===== src/rtl/sequence_player_if.sv =====
// sequence_player_if: controller, sequence-memory and LED signals of the Genius playback block
// slave  : the player (takes play requests and read data, drives memory strobe/address, LEDs, status)
// master : the game controller plus sequence memory side
interface sequence_player_if #(
  parameter int COLOR_CODEFY_W = 2,
  parameter int ADDR_WIDTH     = 5
);
  logic                      play_start;
  logic [ADDR_WIDTH-1:0]     play_len;
  logic                      speed;
  logic                      abort;
  logic                      mem_rd_en;
  logic [ADDR_WIDTH-1:0]     mem_addr;
  logic [COLOR_CODEFY_W-1:0] mem_rd_data;
  logic                      led_green;
  logic                      led_red;
  logic                      led_blue;
  logic                      led_yellow;
  logic                      busy;
  logic                      done;
  modport slave (
    input  play_start, play_len, speed, abort, mem_rd_data,
    output mem_rd_en, mem_addr, led_green, led_red, led_blue, led_yellow, busy, done
  );
  modport master (
    output play_start, play_len, speed, abort, mem_rd_data,
    input  mem_rd_en, mem_addr, led_green, led_red, led_blue, led_yellow, busy, done
  );
endinterface


===== src/rtl/sequence_player.sv =====
// sequence_player: replays the stored Genius colour sequence on four LEDs with speed-dependent on/gap timing
// clk, rst : clock, asynchronous active-high reset
// bus      : slave side of sequence_player_if (play_start/play_len/speed/abort in, memory read port,
//            led_green/red/blue/yellow, busy and a one-cycle done pulse out); all outputs are flops
module sequence_player #(
  parameter int COLOR_CODEFY_W = 2,
  parameter int ADDR_WIDTH     = 5,
  parameter int CNT_W          = 24,
  parameter int ON_SLOW        = 50000000,
  parameter int OFF_SLOW       = 25000000,
  parameter int ON_FAST        = 25000000,
  parameter int OFF_FAST       = 12500000
) (
  input  logic clk,
  input  logic rst,
  sequence_player_if.slave bus
);
  typedef enum logic [2:0] {IDLE, FETCH, WAIT_DATA, SHOW, GAP, DONE} state_t;
  localparam logic [CNT_W-1:0] ON_S1  = CNT_W'(ON_SLOW - 1);
  localparam logic [CNT_W-1:0] OFF_S1 = CNT_W'(OFF_SLOW - 1);
  localparam logic [CNT_W-1:0] ON_F1  = CNT_W'(ON_FAST - 1);
  localparam logic [CNT_W-1:0] OFF_F1 = CNT_W'(OFF_FAST - 1);
  state_t                    state_q, state_d;
  logic [ADDR_WIDTH-1:0]     len_q, len_d, idx_q, idx_d, addr_q, addr_d;
  logic                      speed_q, speed_d;
  logic [COLOR_CODEFY_W-1:0] color_q, color_d;
  logic [CNT_W-1:0]          timer_q, timer_d;
  logic [3:0]                led_q, led_d;
  logic                      rd_en_q, rd_en_d, busy_q, busy_d, done_q, done_d;
  always_comb begin
    state_d = state_q;
    len_d   = len_q;
    speed_d = speed_q;
    idx_d   = idx_q;
    color_d = color_q;
    timer_d = timer_q;
    case (state_q)
      IDLE: if (bus.play_start && !bus.abort) begin
        len_d   = bus.play_len;
        speed_d = bus.speed;
        idx_d   = '0;
        state_d = (bus.play_len == '0) ? DONE : FETCH;
      end
      FETCH: state_d = WAIT_DATA;
      WAIT_DATA: begin
        color_d = bus.mem_rd_data;
        timer_d = speed_q ? ON_F1 : ON_S1;
        state_d = SHOW;
      end
      SHOW: begin
        timer_d = (timer_q == '0) ? (speed_q ? OFF_F1 : OFF_S1) : timer_q - 1'b1;
        state_d = (timer_q == '0) ? GAP : SHOW;
      end
      GAP: if (timer_q == '0) begin
        state_d = (idx_q == len_q - 1'b1) ? DONE : FETCH;
        idx_d   = (idx_q == len_q - 1'b1) ? idx_q : idx_q + 1'b1;
      end else
        timer_d = timer_q - 1'b1;
      DONE: state_d = IDLE;
      default: state_d = IDLE;
    endcase
    if (bus.abort && state_q != IDLE) state_d = IDLE;
    // outputs are registered: decode them from the state we are about to enter
    rd_en_d = (state_d == FETCH);
    addr_d  = (state_d == FETCH) ? idx_d : addr_q;
    busy_d  = (state_d == FETCH) || (state_d == WAIT_DATA) || (state_d == SHOW) || (state_d == GAP);
    done_d  = (state_d == DONE);
    led_d   = (state_d == SHOW) ? 4'b0001 << color_d : 4'b0000;
  end
  always_ff @(posedge clk or posedge rst)
    if (rst) begin
      state_q <= IDLE;
      len_q   <= '0;
      speed_q <= 1'b0;
      idx_q   <= '0;
      color_q <= '0;
      timer_q <= '0;
      addr_q  <= '0;
      rd_en_q <= 1'b0;
      busy_q  <= 1'b0;
      done_q  <= 1'b0;
      led_q   <= '0;
    end else begin
      state_q <= state_d;
      len_q   <= len_d;
      speed_q <= speed_d;
      idx_q   <= idx_d;
      color_q <= color_d;
      timer_q <= timer_d;
      addr_q  <= addr_d;
      rd_en_q <= rd_en_d;
      busy_q  <= busy_d;
      done_q  <= done_d;
      led_q   <= led_d;
    end
  assign bus.mem_rd_en  = rd_en_q;
  assign bus.mem_addr   = addr_q;
  assign bus.busy       = busy_q;
  assign bus.done       = done_q;
  assign bus.led_green  = led_q[0];
  assign bus.led_red    = led_q[1];
  assign bus.led_blue   = led_q[2];
  assign bus.led_yellow = led_q[3];
endmodule


===== src/flat_wrapper.sv =====
// flat-port wrapper written by rule: the top's interface ports become plain ports
module sequence_player_flat 
#(
  parameter int COLOR_CODEFY_W = 2,
  parameter int ADDR_WIDTH     = 5,
  parameter int CNT_W          = 24,
  parameter int ON_SLOW        = 50000000,
  parameter int OFF_SLOW       = 25000000,
  parameter int ON_FAST        = 25000000,
  parameter int OFF_FAST       = 12500000
)
  (clk, rst, bus_play_start, bus_play_len, bus_speed, bus_abort, bus_mem_rd_data, bus_mem_rd_en, bus_mem_addr, bus_led_green, bus_led_red, bus_led_blue, bus_led_yellow, bus_busy, bus_done);
  sequence_player_if #(.COLOR_CODEFY_W(COLOR_CODEFY_W), .ADDR_WIDTH(ADDR_WIDTH)) bus_i ();
  input  logic clk;
  input  logic rst;
  input wire logic [$bits(bus_i.play_start)-1:0] bus_play_start;
  input wire logic [$bits(bus_i.play_len)-1:0] bus_play_len;
  input wire logic [$bits(bus_i.speed)-1:0] bus_speed;
  input wire logic [$bits(bus_i.abort)-1:0] bus_abort;
  input wire logic [$bits(bus_i.mem_rd_data)-1:0] bus_mem_rd_data;
  output wire logic [$bits(bus_i.mem_rd_en)-1:0] bus_mem_rd_en;
  output wire logic [$bits(bus_i.mem_addr)-1:0] bus_mem_addr;
  output wire logic [$bits(bus_i.led_green)-1:0] bus_led_green;
  output wire logic [$bits(bus_i.led_red)-1:0] bus_led_red;
  output wire logic [$bits(bus_i.led_blue)-1:0] bus_led_blue;
  output wire logic [$bits(bus_i.led_yellow)-1:0] bus_led_yellow;
  output wire logic [$bits(bus_i.busy)-1:0] bus_busy;
  output wire logic [$bits(bus_i.done)-1:0] bus_done;
  assign bus_i.play_start = bus_play_start;
  assign bus_i.play_len = bus_play_len;
  assign bus_i.speed = bus_speed;
  assign bus_i.abort = bus_abort;
  assign bus_i.mem_rd_data = bus_mem_rd_data;
  assign bus_mem_rd_en = bus_i.mem_rd_en;
  assign bus_mem_addr = bus_i.mem_addr;
  assign bus_led_green = bus_i.led_green;
  assign bus_led_red = bus_i.led_red;
  assign bus_led_blue = bus_i.led_blue;
  assign bus_led_yellow = bus_i.led_yellow;
  assign bus_busy = bus_i.busy;
  assign bus_done = bus_i.done;
  sequence_player #(.COLOR_CODEFY_W(COLOR_CODEFY_W), .ADDR_WIDTH(ADDR_WIDTH), .CNT_W(CNT_W), .ON_SLOW(ON_SLOW), .OFF_SLOW(OFF_SLOW), .ON_FAST(ON_FAST), .OFF_FAST(OFF_FAST)) u_core (.clk(clk), .rst(rst), .bus(bus_i));
endmodule

===== config.mk =====
export PLATFORM = sky130hd
export DESIGN_NAME = sequence_player_flat
export DESIGN_NICKNAME = d
export VERILOG_FILES = /design/src/rtl/sequence_player_if.sv /design/src/rtl/sequence_player.sv /design/src/flat_wrapper.sv
export SDC_FILE = /design/constraint.sdc
export NUM_CORES = 1
export LEC_CHECK = 0
export CORE_ASPECT_RATIO = 0.8
export CORE_MARGIN = 2
export CORE_UTILIZATION = 45
export CTS_CLUSTER_DIAMETER = 120
export DETAILED_ROUTE_END_ITERATION = 10
export PLACE_DENSITY = 0.73
export RECOVER_POWER = 25
export SYNTH_ARGS = -nofsm -noshare
export SYNTH_HDL_FRONTEND = slang
export SYNTH_SLANG_ARGS = --single-unit

===== constraint.sdc =====
create_clock -name clk -period 3.1 [get_ports clk]
set_input_delay 0.465 -clock clk [delete_from_list [all_inputs] [get_ports clk]]
set_output_delay 0.465 -clock clk [all_outputs]
set_load 0.01 [all_outputs]

==> results of run 1 <==
==> layout by cell type, fill, tap and decap left out, types with 3 or more instances in the layout <==
cell type,n
dfrtp_1,52
nand2_1,25
nor2_1,24
clkdlybuf4s50_1,22
o21ai_0,16
nor3_1,14
xnor2_1,12
inv_1,12
mux2_2,12
a21oi_1,12
mux2i_1,8
or3_1,7
nand3_1,7
nor4_1,6
a31oi_1,6
or4_1,5
nand4_1,5
clkbuf_8,5
buf_4,5
xor2_1,4
and3_1,4
nand2b_1,4
o21a_1,4
ha_1,4
a2111oi_0,3
o2bb2ai_1,3
==> power by group through the flow <==
stage / logic (mW) / clock network [mW] / registers [mW]
final: 0.319 / 0.456 / 0.867
after global routing: 0.362 / 0.494 / 0.885
after CTS: 0.323 / 0.461 / 0.866
after detailed placement: 0.321 / 0 / 0.879
after global placement: 0.312 / 0 / 0.874
after floorplan: 0.248 / 0 / 0.849
==> state kept, by name, summed over array words and instances, names as in the netlist <==
register,cells
u_core.bus.mem_addr,5
u_core.bus.done,1
u_core.len_q,5
u_core.timer_q,24
u_core.bus.mem_rd_en,1
u_core.idx_q,5
u_core.speed_q,1
u_core.state_q,3
u_core.color_q,2
u_core.led_q,4
u_core.bus.busy,1
==> cells in the mapped netlist, drive strengths merged, types with 3 or more instances <==
library cell,instances
dfrtp,52
nand2,25
nor2,24
o21ai,19
a21oi,14
nor3,14
inv,12
mux2,12
xnor2,12
clkbuf,8
mux2i,8
nand3,7
nor4,7
or3,7
a31oi,6
nand4,6
or4,6
a211oi,4
and3,4
ha,4
nand2b,4
o21a,4
xor2,4
a2111oi,3
o2bb2ai,3
==> metal layers <==
metal / up-vias / wire length, um
li1: 1154 / -
met1: 1129 / 3270
met2: 53 / 2960
met3: 10 / 290
met4: 0 / 106
met5: - / 0
==> through the flow <==
step           utilization  power (mW)  hold slack, ns
6_report             0.527        1.64           0.522
5_1_grt              0.527        1.74           0.546
4_1_cts              0.528        1.65           0.491
3_5_place_dp         0.512        1.20           0.506
3_3_place_gp         0.512        1.19           0.497
2_1_floorplan            -        1.10           0.469
==> final timing paths <==
check                                              end  cells after the start
worst max-delay path            u_core.bus.mem_addr[0]                      5
worst min-delay path                 u_core.timer_q[0]                      1
worst max register to register  u_core.bus.mem_addr[0]                      5
worst min register to register       u_core.timer_q[0]                      1
max in group asynchronous           u_core.timer_q[23]                      3
min in group asynchronous               u_core.speed_q                      2
==> area by class of cell <==
| class | count | area [sq um] | share of cell area |
|---|---|---|---|
| Timing Repair Buffer | 29 | 273 | 0.0816 |
| Clock buffer | 5 | 68.8 | 0.0206 |
| Clock inverter | 1 | 30.0 | 0.00898 |
| Tap cell | 84 | 105 | 0.0314 |
| Sequential cell | 52 | 1300 | 0.389 |
| Inverter | 13 | 48.8 | 0.0146 |
| Multi-Input combinational cell | 225 | 1520 | 0.454 |
==> kinds of logic (layout without fill, tap and decap cells) <==
logic type / Yosys count / count (layout) / share of synthesized area
buf+inv: 23 / 48 / 0.0405
flops: 52 / 52 / 0.443
mux: 20 / 20 / 0.0733
fa+ha+maj: 4 / 4 / 0.0170
compound gates: 67 / 67 / 0.158
simple gates: 117 / 117 / 0.213
xor+xnor: 17 / 17 / 0.0554
==> flow_summary.json, run 1 <==
{
  "ff2ff_setup_slack_ns": 0.38,
  "setup_violations": 0,
  "place_area_sq_um": 3250,
  "leakagePower_nw": 1.33,
  "synth_edf_count": 0,
  "io_buffer_count": 23,
  "fin_crit_sh": 0.876,
  "p_switching_mw": 0.487,
  "slew_headroom": 0.444,
  "grt_setup_unrepaired": "no",
  "crit_top_cell": "or3_1",
  "rows": 26,
  "ctsHoldBuffers": 0,
  "drc": 0,
  "drt_iter0_drc": 161,
  "numCtsBuffers": 5,
  "synth_area_leaders": "dfrtp_1 (44%), mux2_2 (4.6%), xnor2_1 (3.6%)",
  "antenna_cells": 0,
  "worstPathMaxFanout": 14,
  "synth_largest_area_cell": "dfrtp_1",
  "hold_path_class": "register to register",
  "synthToLayoutAreaGrowth_pct": 13.8,
  "top_usage_layer": "met1",
  "wl_um": 6620,
  "syn-num-nets": 316,
  "synth_area_sq_um": 2940,
  "vias_per_cell": 5.74,
  "ir_drop_mv": 0.216,
  "p_clk_frac": 0.278,
  "clock-sinks": 52,
  "hpwlAfterDp_um": 4750,
  "reg2reg_from": "u_core.state_q[0]",
  "hold_viol": 0,
  "synth_top_cell_area_share": 0.443,
  "ys_warn_count": 0,
  "grt_first_pass_wirelength_um": 11400,
  "wl_per_cell_um": 16.2,
  "min-delay-start": "u_core.timer_q[0]",
  "io_pins": 24,
  "synth_ff_type": "dfrtp_1",
  "p_int_mw": 1.16,
  "worst_path_dominant_cell_family": "simple AND/OR/NAND/NOR gates",
  "required_ns": 3.29,
  "p_per_area_nw_per_um2": 491,
  "met3_usage": 0.0396,
  "crit_path_top_delay_cell": "or3b_2",
  "antenna_found_initial": 0,
  "worst_slew_pin_slew_ns": 0.834,
  "stdcell_area_sq_um": 3340,
  "drive_gt1_frac": 0.117,
  "power_frac_comb": 0.194,
  "root_buffer": "clkbuf_8",
  "dp_worst_setup_slack_ns": 0.398,
  "layout.cells.non_filler": 409,
  "cts_buffer_depth": 2,
  "layout_min_cycle_time_ns": 2.72,
  "synth-seq-area-share": 0.443,
  "yosysUniqueCellTypes": 59,
  "cts_tree": "built",
  "die_x_um": 94.3,
  "syn_area_per_cell_sq_um": 9.79,
  "core_sq_um": 6340,
  "post-cts-setup-buffers": 0,
  "worst_setup_path_start_kind": "register",
  "drv_slew": 0,
  "arrival_ns": 2.91,
  "placedCellCount": 403,
  "cts-resized-gates": 0,
  "grt_pass1_vias": 2342,
  "use_met2": 0.293,
  "initial_core_util": 0.463,
  "setup_ws_ns": 0.383,
  "final_antenna_net_count": 0,
  "first_pass_iters": 5,
  "fp.dieH_um": 76.3,
  "cp_num_buf_inv": 0,
  "ys_ff_latch": 52,
  "p_seq_frac": 0.528,
  "grtUsageMet1": 0.295,
  "async_flop_share": 1.00,
  "fin_skew_ns": 0.0157,
  "routabilityCongestion": 0.903,
  "fill_cells": 572,
  "outcome": "finished, final reports clean",
  "grt_overflow": 0,
  "grt_start_max_net_pins": 32,
  "sw_frac_of_total": 0.296,
  "htreeDepth": 2,
  "fp.dieArea_sq_um": 7190,
  "insertion_delay_ns": 0.31,
  "cp_slowest_stage_delay_ns": 0.61,
  "maxCapViolCount": 0,
  "path_clk_slew_ns": 0.09,
  "path_cells": "or3_1, or3b_2, or3_1, nand4_2, mux2_2",
  "endpoint_kind": "register",
  "fmax_mhz": 368,
  "cp-startpoint": "u_core.state_q[0]",
  "critPathKind": "register to register",
  "fin_setup_tns_ns": 0,
  "synthCells": 300,
  "nets": 342,
  "grt_usage": 0.200,
  "vias": 2346
}
Power figures use the tool's default switching activity.
==> inputs of run 2 (changes only) <==
--- a/config.mk
+++ b/config.mk
@@ -5,12 +5,11 @@
 export SDC_FILE = /design/constraint.sdc
 export NUM_CORES = 1
 export LEC_CHECK = 0
-export CORE_ASPECT_RATIO = 0.8
 export CORE_MARGIN = 2
 export CORE_UTILIZATION = 45
 export CTS_CLUSTER_DIAMETER = 120
 export DETAILED_ROUTE_END_ITERATION = 10
-export PLACE_DENSITY = 0.73
+export PLACE_DENSITY = 0.66
 export RECOVER_POWER = 25
 export SYNTH_ARGS = -nofsm -noshare
 export SYNTH_HDL_FRONTEND = slang
==> run 2 against run 1 <==
Clock power down 11%. Wire length increased by 0.20%. Setup slack better by 0.012 ns. Sequential share of layout area about the same. Total power down 2.9%. Clock skew barely moved. Combinational power grew 2%. Worst hold slack worse by 0.0083 ns. Global-route usage shrank 0.27 points. Non-clock buffer count increased by 2. Via count is 0.77% higher. Critical endpoint is now u_core.bus.mem_addr[1].
==> flow_summary.json, run 2 (synthesized netlist as in run 1, its figures left out) <==
{
  "hold_viol": 0,
  "required_ns": 3.29,
  "top_usage_layer": "met2",
  "worst_slew_pin_slew_ns": 0.879,
  "arrival_ns": 2.89,
  "path_clk_slew_ns": 0.10,
  "path_cells": "or3_1, or3b_2, or3_1, nand4_2, mux2_2",
  "worst_path_dominant_cell_family": "simple AND/OR/NAND/NOR gates",
  "ff2ff_setup_slack_ns": 0.40,
  "p_switching_mw": 0.491,
  "endpoint_kind": "register",
  "crit_path_top_delay_cell": "or3b_2",
  "largest_reg_flops": 24,
  "grt_pass1_vias": 2367,
  "final_antenna_net_count": 0,
  "reg2reg_from": "u_core.state_q[0]",
  "initial_core_util": 0.463,
  "drt_iter0_drc": 212,
  "wl_per_cell_um": 16.4,
  "fin_skew_ns": 0.0160,
  "grt_setup_unrepaired": "no",
  "insertion_delay_ns": 0.31,
  "p_clk_frac": 0.255,
  "crit_top_cell": "or3_1",
  "worst_setup_path_start_kind": "register",
  "grtUsageMet1": 0.289,
  "cts_buffer_depth": 2,
  "core_sq_um": 6350,
  "final_common_cell": "dfrtp_1",
  "fin_crit_sh": 0.873,
  "antenna_cells": 0,
  "maxCapViolCount": 0,
  "routabilityCongestion": 0.862,
  "hold_path_class": "register to register",
  "fp.dieH_um": 84.8,
  "outcome": "finished, final reports clean",
  "post-cts-setup-buffers": 0,
  "root_buffer": "clkbuf_8",
  "fp.dieArea_sq_um": 7190,
  "setup_violations": 0,
  "layout_common_cells": "dfrtp_1 (52), nand2_1 (25), nor2_1 (24)",
  "hold_path_end": "u_core.timer_q[8]",
  "drc": 0,
  "synthToLayoutAreaGrowth_pct": 13.8,
  "setup_ws_ns": 0.395,
  "critPathKind": "register to register",
  "first_pass_iters": 4,
  "p_int_mw": 1.10,
  "p_per_area_nw_per_um2": 477,
  "fmax_mhz": 370,
  "stdcell_area_sq_um": 3340,
  "grt_first_pass_wirelength_um": 11500,
  "drv_slew": 0,
  "dp_worst_setup_slack_ns": 0.391,
  "grt_start_max_net_pins": 24,
  "p_seq_frac": 0.542,
  "cp_slowest_stage_delay_ns": 0.61,
  "cts-resized-gates": 0,
  "use_met2": 0.307,
  "grt_usage": 0.197,
  "hold_path_depth": 1,
  "vias": 2364,
  "clock-sinks": 52,
  "io_pins": 24,
  "power_frac_comb": 0.204,
  "reg2regPathDepth": 5,
  "wl_um": 6640,
  "vias_per_cell": 5.84,
  "ctsHoldBuffers": 0,
  "cts_tree": "built",
  "place_area_sq_um": 3250,
  "hpwlAfterDp_um": 4870,
  "r2r-end": "u_core.bus.mem_addr[1]",
  "slew_headroom": 0.413,
  "leakagePower_nw": 1.34,
  "sw_frac_of_total": 0.308,
  "io_buffer_count": 23,
  "htreeDepth": 2,
  "fill_cells": 581,
  "worstPathMaxFanout": 14,
  "grt_overflow": 0,
  "numCtsBuffers": 5,
  "top_register": "u_core.timer_q",
  "hold_slack_ns": 0.514,
  "rows": 29,
  "cp_num_buf_inv": 0,
  "drive_gt1_frac": 0.122,
  "fin_setup_tns_ns": 0,
  "nets": 344,
  "ir_drop_mv": 0.296,
  "layout_min_cycle_time_ns": 2.70,
  "die_x_um": 84.8,
  "met3_usage": 0.0374,
  "antenna_found_initial": 0,
  "min-delay-start": "u_core.timer_q[8]"
}
run 2: area by class of cell:
| class | count | area, sq um | share of cell area |
|---|---|---|---|
| well taps | 77 | 96.3 | 0.0288 |
| flip-flops and latches | 52 | 1300 | 0.389 |
| inverters | 13 | 48.8 | 0.0146 |
| clock inverters | 1 | 8.76 | 0.00262 |
| clock buffers | 6 | 82.6 | 0.0247 |
| repair buffers | 31 | 287 | 0.0857 |
| multi-input cells | 225 | 1520 | 0.454 |
run 2: power groups by stage:
stage / Clock, mW / Combinational, mW / Sequential, mW
final: 0.406 / 0.325 / 0.864
after global routing: 0.440 / 0.370 / 0.880
after CTS: 0.417 / 0.331 / 0.862
after detailed placement: 0 / 0.328 / 0.876
after global placement: 0 / 0.320 / 0.871
after floorplan: 0 / 0.248 / 0.849
run 2: how the worst max path moves through the flow:
stage	from	endpoint	cells past startpoint
5_1_grt	u_core.timer_q[0]	u_core.timer_q[20]	8
6_report	u_core.state_q[0]	u_core.bus.mem_addr[1]	5
3_5_place_dp	bus_play_start	u_core.bus.mem_addr[1]	5
3_3_place_gp	bus_play_start	u_core.bus.mem_addr[4]	5
2_1_floorplan	u_core.state_q[1]	u_core.bus.mem_addr[0]	6
4_1_cts	u_core.state_q[0]	u_core.bus.mem_addr[1]	5
run 2: metal layers:
layer,routed length [um],up-vias,part of all wire
met5,0,-,0
met4,54,0,0.0081
met3,325,7,0.049
met2,3010,51,0.45
met1,3250,1154,0.49
li1,-,1152,-
run 2: worst reg2reg max path, stage by stage (launching register included):
cell     delay (ns)
dfrtp_1        0.53
or3_1          0.45
or3b_2         0.61
or3_1          0.44
nand4_2        0.20
mux2_2         0.36
run 2: through the flow:
step | instances | utilization | total power [mW]
detailed placement | 398 | 0.513 | 1.20
CTS | 405 | 0.527 | 1.61
finish | 405 | 0.526 | 1.60
global route | 405 | 0.526 | 1.69
global placement | 398 | 0.513 | 1.19
floorplan | 300 | - | 1.10
==> inputs of run 3 (changes only) <==
--- a/config.mk
+++ b/config.mk
@@ -5,6 +5,8 @@
 export SDC_FILE = /design/constraint.sdc
 export NUM_CORES = 1
 export LEC_CHECK = 0
+export CAP_MARGIN = 20
+export CORE_ASPECT_RATIO = 0.7
 export CORE_MARGIN = 2
 export CORE_UTILIZATION = 45
 export CTS_CLUSTER_DIAMETER = 120
==> run 3 against run 2 <==
Register-to-register slack better by 0.08 ns. Clock power is 56% higher. Via count increased by 2.5%. Critical path depth rose by 1. Critical endpoint is now u_core.timer_q[15]. Highest routed layer unchanged. Largest power group unchanged.
==> flow_summary.json, run 3 (synthesized netlist as in run 1, its figures left out) <==
{
  "top_register": "u_core.timer_q",
  "io_buffer_count": 23,
  "crit_path_top_delay_cell": "or4_1",
  "grt_start_max_net_pins": 23,
  "reg2regPathDepth": 6,
  "fin_skew_ns": 0.00446,
  "hold_path_class": "register to register",
  "fin_crit_sh": 0.846,
  "worst_setup_path_start_kind": "register",
  "drive_gt1_frac": 0.127,
  "vias": 2424,
  "fp.dieArea_sq_um": 7200,
  "cts_tree": "built",
  "fmax_mhz": 381,
  "cp_slowest_stage_delay_ns": 0.60,
  "endpoint_kind": "register",
  "fp.dieH_um": 71.6,
  "wl_per_cell_um": 16.8,
  "layout_min_cycle_time_ns": 2.62,
  "drv_slew": 0,
  "root_buffer": "clkbuf_8",
  "grt_first_pass_wirelength_um": 11700,
  "p_per_area_nw_per_um2": 534,
  "final_common_cell": "dfrtp_1",
  "fill_cells": 545,
  "routabilityCongestion": 0.913,
  "r2r-end": "u_core.timer_q[15]",
  "grt_pass1_vias": 2269,
  "ctsHoldBuffers": 0,
  "rows": 24,
  "die_x_um": 101,
  "slew_headroom": 0.357,
  "initial_core_util": 0.468,
  "post-cts-setup-buffers": 0,
  "vias_per_cell": 5.94,
  "antenna_cells": 0,
  "nets": 345,
  "drt_iter0_drc": 275,
  "core_sq_um": 6280,
  "critPathKind": "register to register",
  "antenna_found_initial": 0,
  "setup_violations": 0,
  "grt_setup_unrepaired": "no",
  "clock-sinks": 52,
  "htreeDepth": 2,
  "cts_buffer_depth": 2,
  "hpwlAfterDp_um": 5020,
  "maxCapViolCount": 0,
  "ff2ff_setup_slack_ns": 0.48,
  "first_pass_iters": 5,
  "leakagePower_nw": 1.37,
  "reg2reg_from": "u_core.timer_q[18]",
  "worst_slew_pin_slew_ns": 0.964,
  "largest_reg_flops": 24,
  "fin_setup_tns_ns": 0,
  "hold_viol": 0,
  "final_antenna_net_count": 0,
  "hold_path_end": "u_core.bus.mem_addr[4]",
  "required_ns": 3.30,
  "arrival_ns": 2.82,
  "worstPathMaxFanout": 7,
  "grt_usage": 0.210,
  "wl_um": 6840,
  "outcome": "finished, final reports clean",
  "placedCellCount": 400,
  "numCtsBuffers": 5,
  "insertion_delay_ns": 0.31,
  "cts-resized-gates": 0,
  "drc": 0,
  "grt_overflow": 0,
  "path_cells": "or4_1, nor2_1, nand3_1, a21oi_2, o21ai_0, a211o_1",
  "io_pins": 24,
  "hold_path_depth": 1,
  "path_clk_slew_ns": 0.09,
  "layout.cells.non_filler": 408,
  "layout_common_cells": "dfrtp_1 (52), nand2_1 (25), nor2_1 (24)",
  "min-delay-start": "u_core.bus.mem_addr[4]",
  "synthToLayoutAreaGrowth_pct": 16.4,
  "ir_drop_mv": 0.290
}
run 3: cell count changes in the layout (fill, tap and decap cells not counted):
cell	delta
bufinv_16	+3
buf_4	+1
clkbuf_8	-1
clkinv_4	-1
run 3: worst max path at each step:
stage,end,start,cells past startpoint
2_1_floorplan,u_core.bus.mem_addr[0],u_core.state_q[1],6
3_3_place_gp,u_core.bus.mem_addr[1],bus_play_start,5
3_5_place_dp,u_core.bus.mem_addr[2],u_core.timer_q[18],6
4_1_cts,u_core.bus.mem_addr[2],u_core.timer_q[18],6
5_1_grt,u_core.timer_q[20],u_core.timer_q[0],9
6_report,u_core.timer_q[15],u_core.timer_q[18],6
run 3: layout make-up:
cell class	count	area (sq um)	area share
clock buffers	5	68.8	0.0201
clock inverters	3	90.1	0.0264
inverters	13	48.8	0.0143
multi-input cells	225	1520	0.444
flip-flops and latches	52	1300	0.381
well taps	78	97.6	0.0286
repair buffers	32	294	0.0860
run 3: through the flow:
| stage | hold WS [ns] | setup WS, ns | utilization | cell area (sq um) | power, mW |
|---|---|---|---|---|---|
| finish | 0.515 | 0.477 | 0.545 | 3420 | 1.82 |
| global route | 0.539 | 0.303 | 0.545 | 3420 | 1.92 |
| CTS | 0.448 | 0.500 | 0.545 | 3420 | 1.84 |
| detailed placement | 0.498 | 0.521 | 0.520 | 3260 | 1.20 |
| global placement | 0.491 | 0.549 | 0.520 | 3260 | 1.19 |
| floorplan | 0.469 | 0.755 | - | 2940 | 1.10 |
run 3: worst max-delay path: cells and delay by family, from the launching register on:
kind               cells  cell delay (ns)
AOI/OAI and AO/OA      3             0.88
and+or+nand+nor        3             1.17
DFF                    1             0.45
run 3: where the power goes:
group          internal (mW)  leakage (nW)  switching, mW  total (mW)
registers              0.765         0.625          0.102       0.867
clock network          0.404        0.0784          0.232       0.635
logic                  0.157         0.668          0.164       0.321
total                   1.33          1.37          0.497        1.82
run 3: metal layers:
metal	GRT usage	routed length, um	up-vias
met5	0	0	-
met4	0.0594	61	0
met3	0.0576	623	4
met2	0.279	2650	105
met1	0.330	3510	1162
li1	-	-	1153
